<file path="src/rtl/scv_pkg.sv">
// Shared types and constants for the scv ROM-init loader: FSM states,
// address map of the boot bundle and cart, and the cart address-width helper.
package scv_pkg;

  typedef enum logic [1:0] {
    LD_IDLE,
    LD_LOAD,
    LD_DRAIN,
    LD_FINISH
  } loader_state_t;

  localparam logic [24:0] CHR_BASE       = 25'h0001000;
  localparam logic [24:0] CHR_END        = 25'h0001400;
  localparam logic [24:0] CART_MAX_BYTES = 25'h0020000;
  localparam int          CART_AW_MIN    = 12;
  localparam int          CART_AW_MAX    = 17;
  localparam logic [4:0]  CART_AW_RESET  = 5'd15;

  // One-hot target select, bit order {cart, chr, boot}.
  localparam logic [2:0] SEL_BOOT = 3'b001;
  localparam logic [2:0] SEL_CHR  = 3'b010;
  localparam logic [2:0] SEL_CART = 3'b100;

  // Bit-length of the highest cart byte offset, clamped to the supported widths.
  function automatic logic [4:0] cart_aw(input logic [16:0] max_addr);
    logic [4:0] len;
    len = 5'd0;
    for (int b = 0; b < 17; b++)
      if (max_addr[b]) len = 5'(b + 1);
    if (len < 5'(CART_AW_MIN)) len = 5'(CART_AW_MIN);
    else if (len > 5'(CART_AW_MAX)) len = 5'(CART_AW_MAX);
    return len;
  endfunction

endpackage

</file>
<file path="src/rtl/rominit_pacer.sv">
// One-entry write buffer with a minimum-gap counter between VALID pulses.
// The buffer contents drive the ROMINIT bus directly and hold between pulses.
module rominit_pacer #(
  parameter int VALID_GAP = 2
) (
  input  logic        CLK,
  input  logic        RES,
  input  logic        push,
  input  logic [2:0]  push_sel,
  input  logic [24:0] push_addr,
  input  logic [7:0]  push_data,
  output logic        full,
  output logic        accept,
  output logic        valid,
  output logic [2:0]  sel,
  output logic [24:0] addr,
  output logic [7:0]  data,
  output logic        overflow
);

  logic [3:0] gap_cnt;

  assign valid  = full && (gap_cnt == 4'd0);
  // A push in the draining cycle refills the slot instead of being dropped.
  assign accept = push && (!full || valid);

  // NOTE: sequential state uses non-blocking assignments so every register
  // samples pre-edge values regardless of statement order.
  always_ff @(posedge CLK) begin
    if (RES) begin
      // NOTE: the buffer payload is reset too, because it is the visible
      // ROMINIT bus and must read zero out of reset.
      full     <= 1'b0;
      sel      <= '0;
      addr     <= '0;
      data     <= '0;
      gap_cnt  <= 4'd0;
      overflow <= 1'b0;
    end else begin
      if (accept) begin
        full <= 1'b1;
        sel  <= push_sel;
        addr <= push_addr;
        data <= push_data;
      end else if (valid) begin
        full <= 1'b0;
      end

      if (push && !accept) overflow <= 1'b1;

      if (valid) gap_cnt <= 4'(VALID_GAP - 1);
      else if (gap_cnt != 4'd0) gap_cnt <= gap_cnt - 4'd1;
    end
  end

endmodule

</file>
<file path="src/rtl/rominit_loader.sv">
// Turns the HPS ioctl download stream into ROMINIT writes for the scv core,
// tracks cart size for the ROM width config and holds the core while loading.
module rominit_loader
  import scv_pkg::*;
#(
  parameter int         VALID_GAP = 2,
  parameter logic [7:0] IDX_BOOT  = 8'd0,
  parameter logic [7:0] IDX_CART  = 8'd1
) (
  input  logic        CLK,
  input  logic        RES,
  input  logic        IOCTL_DOWNLOAD,
  input  logic [7:0]  IOCTL_INDEX,
  input  logic        IOCTL_WR,
  input  logic [24:0] IOCTL_ADDR,
  input  logic [7:0]  IOCTL_DATA,
  output logic        IOCTL_WAIT,
  output logic        ROMINIT_SEL_BOOT,
  output logic        ROMINIT_SEL_CHR,
  output logic        ROMINIT_SEL_CART,
  output logic [24:0] ROMINIT_ADDR,
  output logic [7:0]  ROMINIT_DATA,
  output logic        ROMINIT_VALID,
  output logic [4:0]  CART_ROM_AW,
  output logic        SYS_HOLD,
  output logic        OVERFLOW
);

  loader_state_t state, state_d;
  logic          dl_q;
  logic [7:0]    idx_q;
  logic [16:0]   cart_max;
  logic          push;
  logic [2:0]    push_sel;
  logic [24:0]   push_addr;
  logic          accept;
  logic          full;
  logic [2:0]    out_sel;

  // NOTE: every always_comb output gets a default first, so no path can
  // leave a signal unassigned and infer a latch.
  always_comb begin
    state_d   = state;
    push      = 1'b0;
    push_sel  = '0;
    push_addr = IOCTL_ADDR;

    unique case (state)
      LD_IDLE:   if (IOCTL_DOWNLOAD && !dl_q) state_d = LD_LOAD;
      LD_LOAD:   if (!IOCTL_DOWNLOAD) state_d = LD_DRAIN;
      LD_DRAIN:  if (!full) state_d = LD_FINISH;
      LD_FINISH: state_d = LD_IDLE;
      default:   state_d = LD_IDLE;
    endcase

    // A strobe in the cycle DOWNLOAD falls is still inside LOAD and is kept.
    if (state == LD_LOAD && IOCTL_WR) begin
      if (idx_q == IDX_BOOT) begin
        if (IOCTL_ADDR < CHR_BASE) begin
          push     = 1'b1;
          push_sel = SEL_BOOT;
        end else if (IOCTL_ADDR < CHR_END) begin
          push      = 1'b1;
          push_sel  = SEL_CHR;
          push_addr = IOCTL_ADDR - CHR_BASE;
        end
      end else if (idx_q == IDX_CART) begin
        if (IOCTL_ADDR < CART_MAX_BYTES) begin
          push     = 1'b1;
          push_sel = SEL_CART;
        end
      end
    end
  end

  always_ff @(posedge CLK) begin
    if (RES) begin
      state       <= LD_IDLE;
      dl_q        <= 1'b0;
      idx_q       <= '0;
      cart_max    <= '0;
      CART_ROM_AW <= CART_AW_RESET;
      SYS_HOLD    <= 1'b1;
    end else begin
      state    <= state_d;
      dl_q     <= IOCTL_DOWNLOAD;
      SYS_HOLD <= (state_d != LD_IDLE);

      if (state == LD_IDLE && state_d == LD_LOAD) begin
        idx_q <= IOCTL_INDEX;
        if (IOCTL_INDEX == IDX_CART) cart_max <= '0;
      end else if (accept && push_sel == SEL_CART && IOCTL_ADDR[16:0] > cart_max) begin
        cart_max <= IOCTL_ADDR[16:0];
      end

      if (state == LD_FINISH && idx_q == IDX_CART) CART_ROM_AW <= cart_aw(cart_max);
    end
  end

  rominit_pacer #(
    .VALID_GAP (VALID_GAP)
  ) u_pacer (
    .CLK       (CLK),
    .RES       (RES),
    .push      (push),
    .push_sel  (push_sel),
    .push_addr (push_addr),
    .push_data (IOCTL_DATA),
    .full      (full),
    .accept    (accept),
    .valid     (ROMINIT_VALID),
    .sel       (out_sel),
    .addr      (ROMINIT_ADDR),
    .data      (ROMINIT_DATA),
    .overflow  (OVERFLOW)
  );

  assign IOCTL_WAIT       = full;
  assign ROMINIT_SEL_BOOT = out_sel[0];
  assign ROMINIT_SEL_CHR  = out_sel[1];
  assign ROMINIT_SEL_CART = out_sel[2];

endmodule

</file>
<file path="config.mk">
export PLATFORM = sky130hd
export DESIGN_NAME = rominit_loader
export DESIGN_NICKNAME = d
export VERILOG_FILES = /design/src/rtl/scv_pkg.sv /design/src/rtl/rominit_pacer.sv /design/src/rtl/rominit_loader.sv
export SDC_FILE = /design/constraint.sdc
export NUM_CORES = 1
export LEC_CHECK = 0
export ABC_AREA = 1
export CAP_MARGIN = 0
export CELL_PAD_IN_SITES_DETAIL_PLACEMENT = 1
export CELL_PAD_IN_SITES_GLOBAL_PLACEMENT = 1
export CORE_MARGIN = 1
export CORE_UTILIZATION = 32
export CTS_CLUSTER_DIAMETER = 30
export DETAILED_ROUTE_END_ITERATION = 12
export GPL_ROUTABILITY_DRIVEN = 0
export PLACE_DENSITY = 0.87
export SLEW_MARGIN = 20
export SYNTH_ARGS = -nofsm -noshare
export SYNTH_HDL_FRONTEND = slang
export SYNTH_SLANG_ARGS = --single-unit
export TNS_END_PERCENT = 30
</file>
<file path="constraint.sdc">
create_clock -name CLK -period 2 [get_ports CLK]
set_input_delay 0.4 -clock CLK [delete_from_list [all_inputs] [get_ports CLK]]
set_output_delay 0.4 -clock CLK [all_outputs]
set_load 0.01 [all_outputs]
</file>
# [Word-level counts from Yosys, hierarchy flattened]
# Cells that the tools add are included.
[classes] add_sub_neg=2 n_lt_le_gt_ge=6 eq_ne=8 mux=48 n_reduce_logical=23
[ops] operator="two-way mux 25 bit" n=4
[ops] operator="two-way mux 5 bit" n=20
[ops] operator="two-way mux 17 bit" n=3
[ops] operator="< comparator 25 x 13 -> 1 bit (second input constant)" n=2
[ops] operator="< comparator 25 x 18 -> 1 bit (second input constant)" n=1
[ops] operator="subtractor 25 x 13 -> 25 bit (second input constant)" n=1
[ops] operator="greater-than comparator 17 bit" n=1
[ops] operator="equality test 8 x 1 -> 1 bit (second input constant)" n=2
[ops] operator="two-way mux 3 bit" n=4
[ops] operator="two-way mux 1 bit" n=11
[ops] operator="two-way mux 2 bit" n=5
[ops] operator="logical AND 1 bit" n=9
[ops] operator="logical NOT 8 bit" n=1
[ops] operator="case mux 2 bit (4 select lines)" n=1
[ops] operator="nonzero test 2 bit" n=4
[ops] operator="greater-than comparator 5 bit (second input constant)" n=1
[ops] operator="< comparator 5 x 4 -> 1 bit (second input constant)" n=1
[ops] operator="equality test 2 x 1 -> 1 bit (second input constant)" n=2
[ops] operator="equality test 2 bit (second input constant)" n=2
[ops] operator="logical NOT 4 bit" n=1
[ops] operator="nonzero test 4 bit" n=1
[ops] operator="subtractor 4 x 1 -> 4 bit (second input constant)" n=1
[ops] operator="equality test 3 bit (second input constant)" n=1
[ops] operator="logical NOT 1 bit" n=3
[ops] operator="other kinds (5)" n=5
[totals] regBits=76 out_inout_bits=45 wordCells=100

# [Depth between registers and ports, before layout]
[depth] depth_word=22 mapped_depth=19

# [Hierarchy]
# A second synthesis with hierarchy kept.
[hier_totals] hier_cells=562 area_unflattened_um2=3983.8
[by_module_without_submodules] mod="rominit_loader" instances=1 cells_each=290 area_each_um2=2072.0 seq_area_each_um2=680.7
[by_module_without_submodules] mod="rominit_pacer" instances=1 cells_each=272 area_each_um2=1911.8 seq_area_each_um2=840.8

# [Worst setup path after synthesis]
# Ideal clock, no wire load.
[synth_path] path_type="input port to flip-flop" startpoint="in IOCTL_ADDR[16]" endpoint="reg cart_max[10]" arrival_time_ns=1.810 slack_ns=0.121 path_stages=10 path_buffers=1 path_cell_list="ha_1 > nand4_1 > nor2_1 > nand3_1 > o211ai_2 > nand2_8 > inv_4 > buf_6 > nand2_1 > a21oi_2"
[synth_between] elab_chain_cells=10 word_cells_on_any_way=22
[synth_rtl] element="from (decl)" line="rominit_loader.sv:15" text="input logic [24:0] IOCTL_ADDR,"
[synth_rtl] element="< comparator 25 x 13 -> 1 bit or < comparator 25 x 18 -> 1 bit (tied branches)" line="rominit_loader.sv:62, rominit_loader.sv:68"
[synth_rtl] element="two-way mux 2 bit (tied with other cells)" line="rominit_loader.sv:62" text="end else if (IOCTL_ADDR < CHR_END) begin"
[synth_rtl] element="two-way mux 2 bit (tied with other cells)" line="rominit_loader.sv:59" text="if (IOCTL_ADDR < CHR_BASE) begin"
[synth_rtl] element="two-way mux 3 bit or two-way mux 1 bit (tied branches)" line="rominit_loader.sv:58" text="if (idx_q == IDX_BOOT) begin"
[synth_rtl] element="two-way mux 3 bit or two-way mux 1 bit (tied branches)" line="rominit_loader.sv:57" text="if (state == LD_LOAD && IOCTL_WR) begin"
[synth_rtl] element="equality test 3 bit or logical AND 1 bit (tied branches)" line="rominit_loader.sv:92, rominit_pacer.sv:25"
[synth_rtl] element="logical AND 1 bit" line="rominit_loader.sv:92" text="end else if (accept && push_sel == SEL_CART && IOCTL_ADDR[16:0] > cart_max) begin"
[synth_rtl] element="logical AND 1 bit (*)" line="rominit_loader.sv:92"
[synth_rtl] element="nonzero test 2 bit (no source line) (*)"
[synth_rtl] element="AND reduction 2 bit (no source line) (*)"
[synth_rtl] element="to (signal assigned)" line="rominit_loader.sv:93" text="cart_max <= IOCTL_ADDR[16:0];"
[synth_rtl] element="to (decl)" line="rominit_loader.sv:32" text="logic [16:0] cart_max;"
# Every way passes the cells marked *; elsewhere a longest branch is shown, timed or not.
# A chain may end at the register's enable or synchronous reset.

# [Worst setup path after layout]
[layout_path] startpoint="reg cart_max[6]" endpoint="reg cart_max[14]"
[layout_between] elab_chain_cells=4
[layout_rtl] element="greater-than comparator 17 bit" line="rominit_loader.sv:92"
[layout_rtl] element="logical AND 1 bit" line="rominit_loader.sv:92"
[layout_rtl] element="nonzero test 2 bit (no source line)"
[layout_rtl] element="AND reduction 2 bit (no source line)"
# Every way passes these cells.

==> results by group <==
Power and ir drop
  – Power Density: 613 nW/um2
  – Leak: 2.17 nW
  – Overall power: 3.43 mW
  – VDD IR max: 0.000366 V

Placed design
  – DP Wirelength: 8.71 mm
  – Port bufs: 89
  – Placement Cell Area: 4950 um2
  – Dpl ws: -0.734 ns
  – Placed cells: 717

STA
  – RSZ-0062 raised after global routing: yes
  – Final Skew: 0.0191 ns
  – Worst slew pin tran: 0.348 ns
  – Slew HR: 0.766
  – Max Slew Vio Count: 0
  – Highest clock rate: 470 MHz
  – Final worst slack: -0.127 ns
  – Setup TNS: -1.78 ns
  – Hold Violations, Final: 0
  – Min cycle time layout: 2.13 ns
  – Final period utilization: 1.06
  – # setup viols final: 23
  – Hold slack: 0.460 ns

Setup path
  – Critical Path Stages: 13
  – Crit path buffers/inverters: 3
  – Delay-heaviest family, CP: simple AND/OR/NAND/NOR gates
  – WP data required: 2.31 ns
  – Max incr delay on CP: 0.36 ns
  – Setup crit start kind: flop
  – CP most frequent cell: nand2_1
  – Max FO, Critical Path: 8
  – Setup CP Type: flop to flop
  – Crit end category: flop
  – Ordered cell list for the critical path: inv_2, ha_4, nand2_4, nor3_4, buf_4, o21ai_2, o311ai_2, nand2_1, o211ai_2, nand2_8, inv_6, nand2_1, a21oi_2
  – FF-to-FF path depth: 13
  – CP max stage cell: dfxtp_2
  – Worst Path Arrival: 2.44 ns

Logic synthesis
  – Synthesized area per cell: 7.78 um2
  – Syn Std Cell Area: 3570 um2
  – Number of synthesis warnings: 0
  – Compound-Gate Fraction of Synth Area: 0.150
  – Post-Synth XOR/XNOR Area: 0.00491
  – Sequential-to-total area share from yosys stat: 0.426
  – Main combinational cell family by area after synthesis: simple AND/OR/NAND/NOR gates
  – Cells after Synth: 459
  – Synth cell types: 40
  – Post-Synth Simple-Gate Area: 0.267
  – Net Count, Synth: 524
  – Post-synthesis adder-cell area fraction: 0.0701
  – Mux cell area share after synthesis: 0
  – Yosys reg bits: 76

Global routing
  – Largest net degree at the start of global routing: 24
  – Initial antenna violation count: 0
  – All-Layer GR Usage: 0.223
  – Vias in the first global route: 4111
  – GRT overflow: 0
  – First-pass GRT wire length: 19.6 mm

Clocking
  – TritonCTS clock tree: done
  – Hold_buf cts: 0
  – Worst-skew pair later-pin latency: 0.38 ns
  – Number of CTS-inserted buffers: 9
  – Max Buffers Root-to-Sink: 2
  – CTS Sinks: 76
  – Clk pin slew, worst setup/hold paths: 0.10 ns
  – Root Buffer: clkbuf_8
  – CTS HTree Levels: 3

Drt
  – WL/cell: 18.8 um
  – DRT iter0 DRCs: 132
  – Antenna viol nets, final: 0
  – DRC: 0
  – Via/cell ratio: 5.08
  – Final wirelength: 14.0 mm
  – Detailed Routing Iterations Pass 1: 4
  – Routed via count: 3792

Die
  – Initial Util: 0.329
  – IO Pins: 90
  – Row cnt: 38
  – Die height: 108 um
  – Die ar.: 11600 um2
  – Die Width: 108 um
  – Core footprint: 10800 um2

Outcome
  – Status: complete, but fails checks
  – Failing checks: setup timing

Layout
  – # nets final: 666
  – ANT cells: 0
  – Commonest non-fill, non-tap cells in the layout: nor2_1, clkdlybuf4s50_1, dfxtp_1, nand2_1, buf_4
  – Final Util: 0.516
  – Fin cells: 746
  – Fin area: 5590 um2
  – Share of layout cells above drive strength 1: 0.285
  – Commonest non-fill, non-tap cell in the layout: nor2_1
  – Layout Area Growth over Synthesis: 56.6%

Hold path
  – Min-Delay Path Class: flop to flop
  – Hold path cells: 2

Run
  – Maxcap violations: 0
per-layer routing:
layer  share of wire  global-route usage  vias up
met5               0                   0        -
met3           0.042              0.0533       42
met4           0.030              0.0959        0
li1                -                   -     1783
met2            0.54               0.428      100
met1            0.39               0.226     1867
state kept, by name, summed over array words and instances, names as in the netlist:
register / cells
u_pacer.addr: 25
idx_q: 8
dl_q: 1
u_pacer.gap_cnt: 4
SYS_HOLD: 1
state: 2
u_pacer.full: 1
u_pacer.sel: 3
CART_ROM_AW: 5
u_pacer.overflow: 1
cart_max: 17
u_pacer.data: 8
cells in the mapped netlist, drive strengths merged:
cell type | instances | area (um2)
nor2 | 98 | 370
dfxtp | 76 | 1520
nand2 | 61 | 248
inv | 50 | 193
o21ai | 45 | 229
a21oi | 35 | 213
nand3 | 31 | 210
ha | 20 | 250
buf | 9 | 73.8
clkbuf | 7 | 26.3
nor3 | 6 | 45.0
a211oi | 4 | 30.0
nand4 | 4 | 31.3
nor4 | 3 | 33.8
a21o | 1 | 7.51
a41oi | 1 | 8.76
nand3b | 1 | 7.51
nor3b | 1 | 7.51
o2111a | 1 | 20.0
o211ai | 1 | 12.5
o22ai | 1 | 6.26
o311ai | 1 | 8.76
xnor2 | 1 | 8.76
xor2 | 1 | 8.76
cells by family (layout without fill, tap and decap cells):
kind of cell / Yosys count / count (layout)
simple gates: 205 / 205
compound gates: 90 / 90
flops: 76 / 76
buf+inv: 66 / 213
fa+ha+maj: 20 / 20
xor+xnor: 2 / 2
worst paths after layout:
check	slack [ns]	startpoint	to
hold reg to reg	0.46	CART_ROM_AW[2]	CART_ROM_AW[2]
hold / removal	0.46	CART_ROM_AW[2]	CART_ROM_AW[2]
setup / recovery	-0.13	cart_max[6]	cart_max[14]
setup reg to reg	-0.13	cart_max[6]	cart_max[14]
area by class of cell:
| cell class | instances | area, um2 |
|---|---|---|
| clock buffer | 9 | 124 |
| clock inverter | 7 | 80.1 |
| fill | 1280 | 5250 |
| inverter | 50 | 205 |
| multi-input combinational | 317 | 2080 |
| sequential | 76 | 1540 |
| tap | 140 | 175 |
| timing repair buffer | 146 | 1380 |
| timing repair inverter | 1 | 8.76 |
tightest hold or removal path: cells and delay by family (launching register included):
family,cells,cell delay (ns)
DFF,1,0.32
and+or+nand+nor,2,0.10
report_power, final:
group / switching (mW) / internal, mW
clock: 0.674 / 0.596
sequential: 0.0347 / 1.57
combinational: 0.301 / 0.254
total: 1.01 / 2.42
what timing repair did:
action,4_1_cts,5_1_grt
cloned,0,1
setup buffers,4,8
gates resized for setup,56,44
pin swaps,22,13
setup endpoints to repair,38,47
Note: power is estimated with default switching activity, not from simulation.
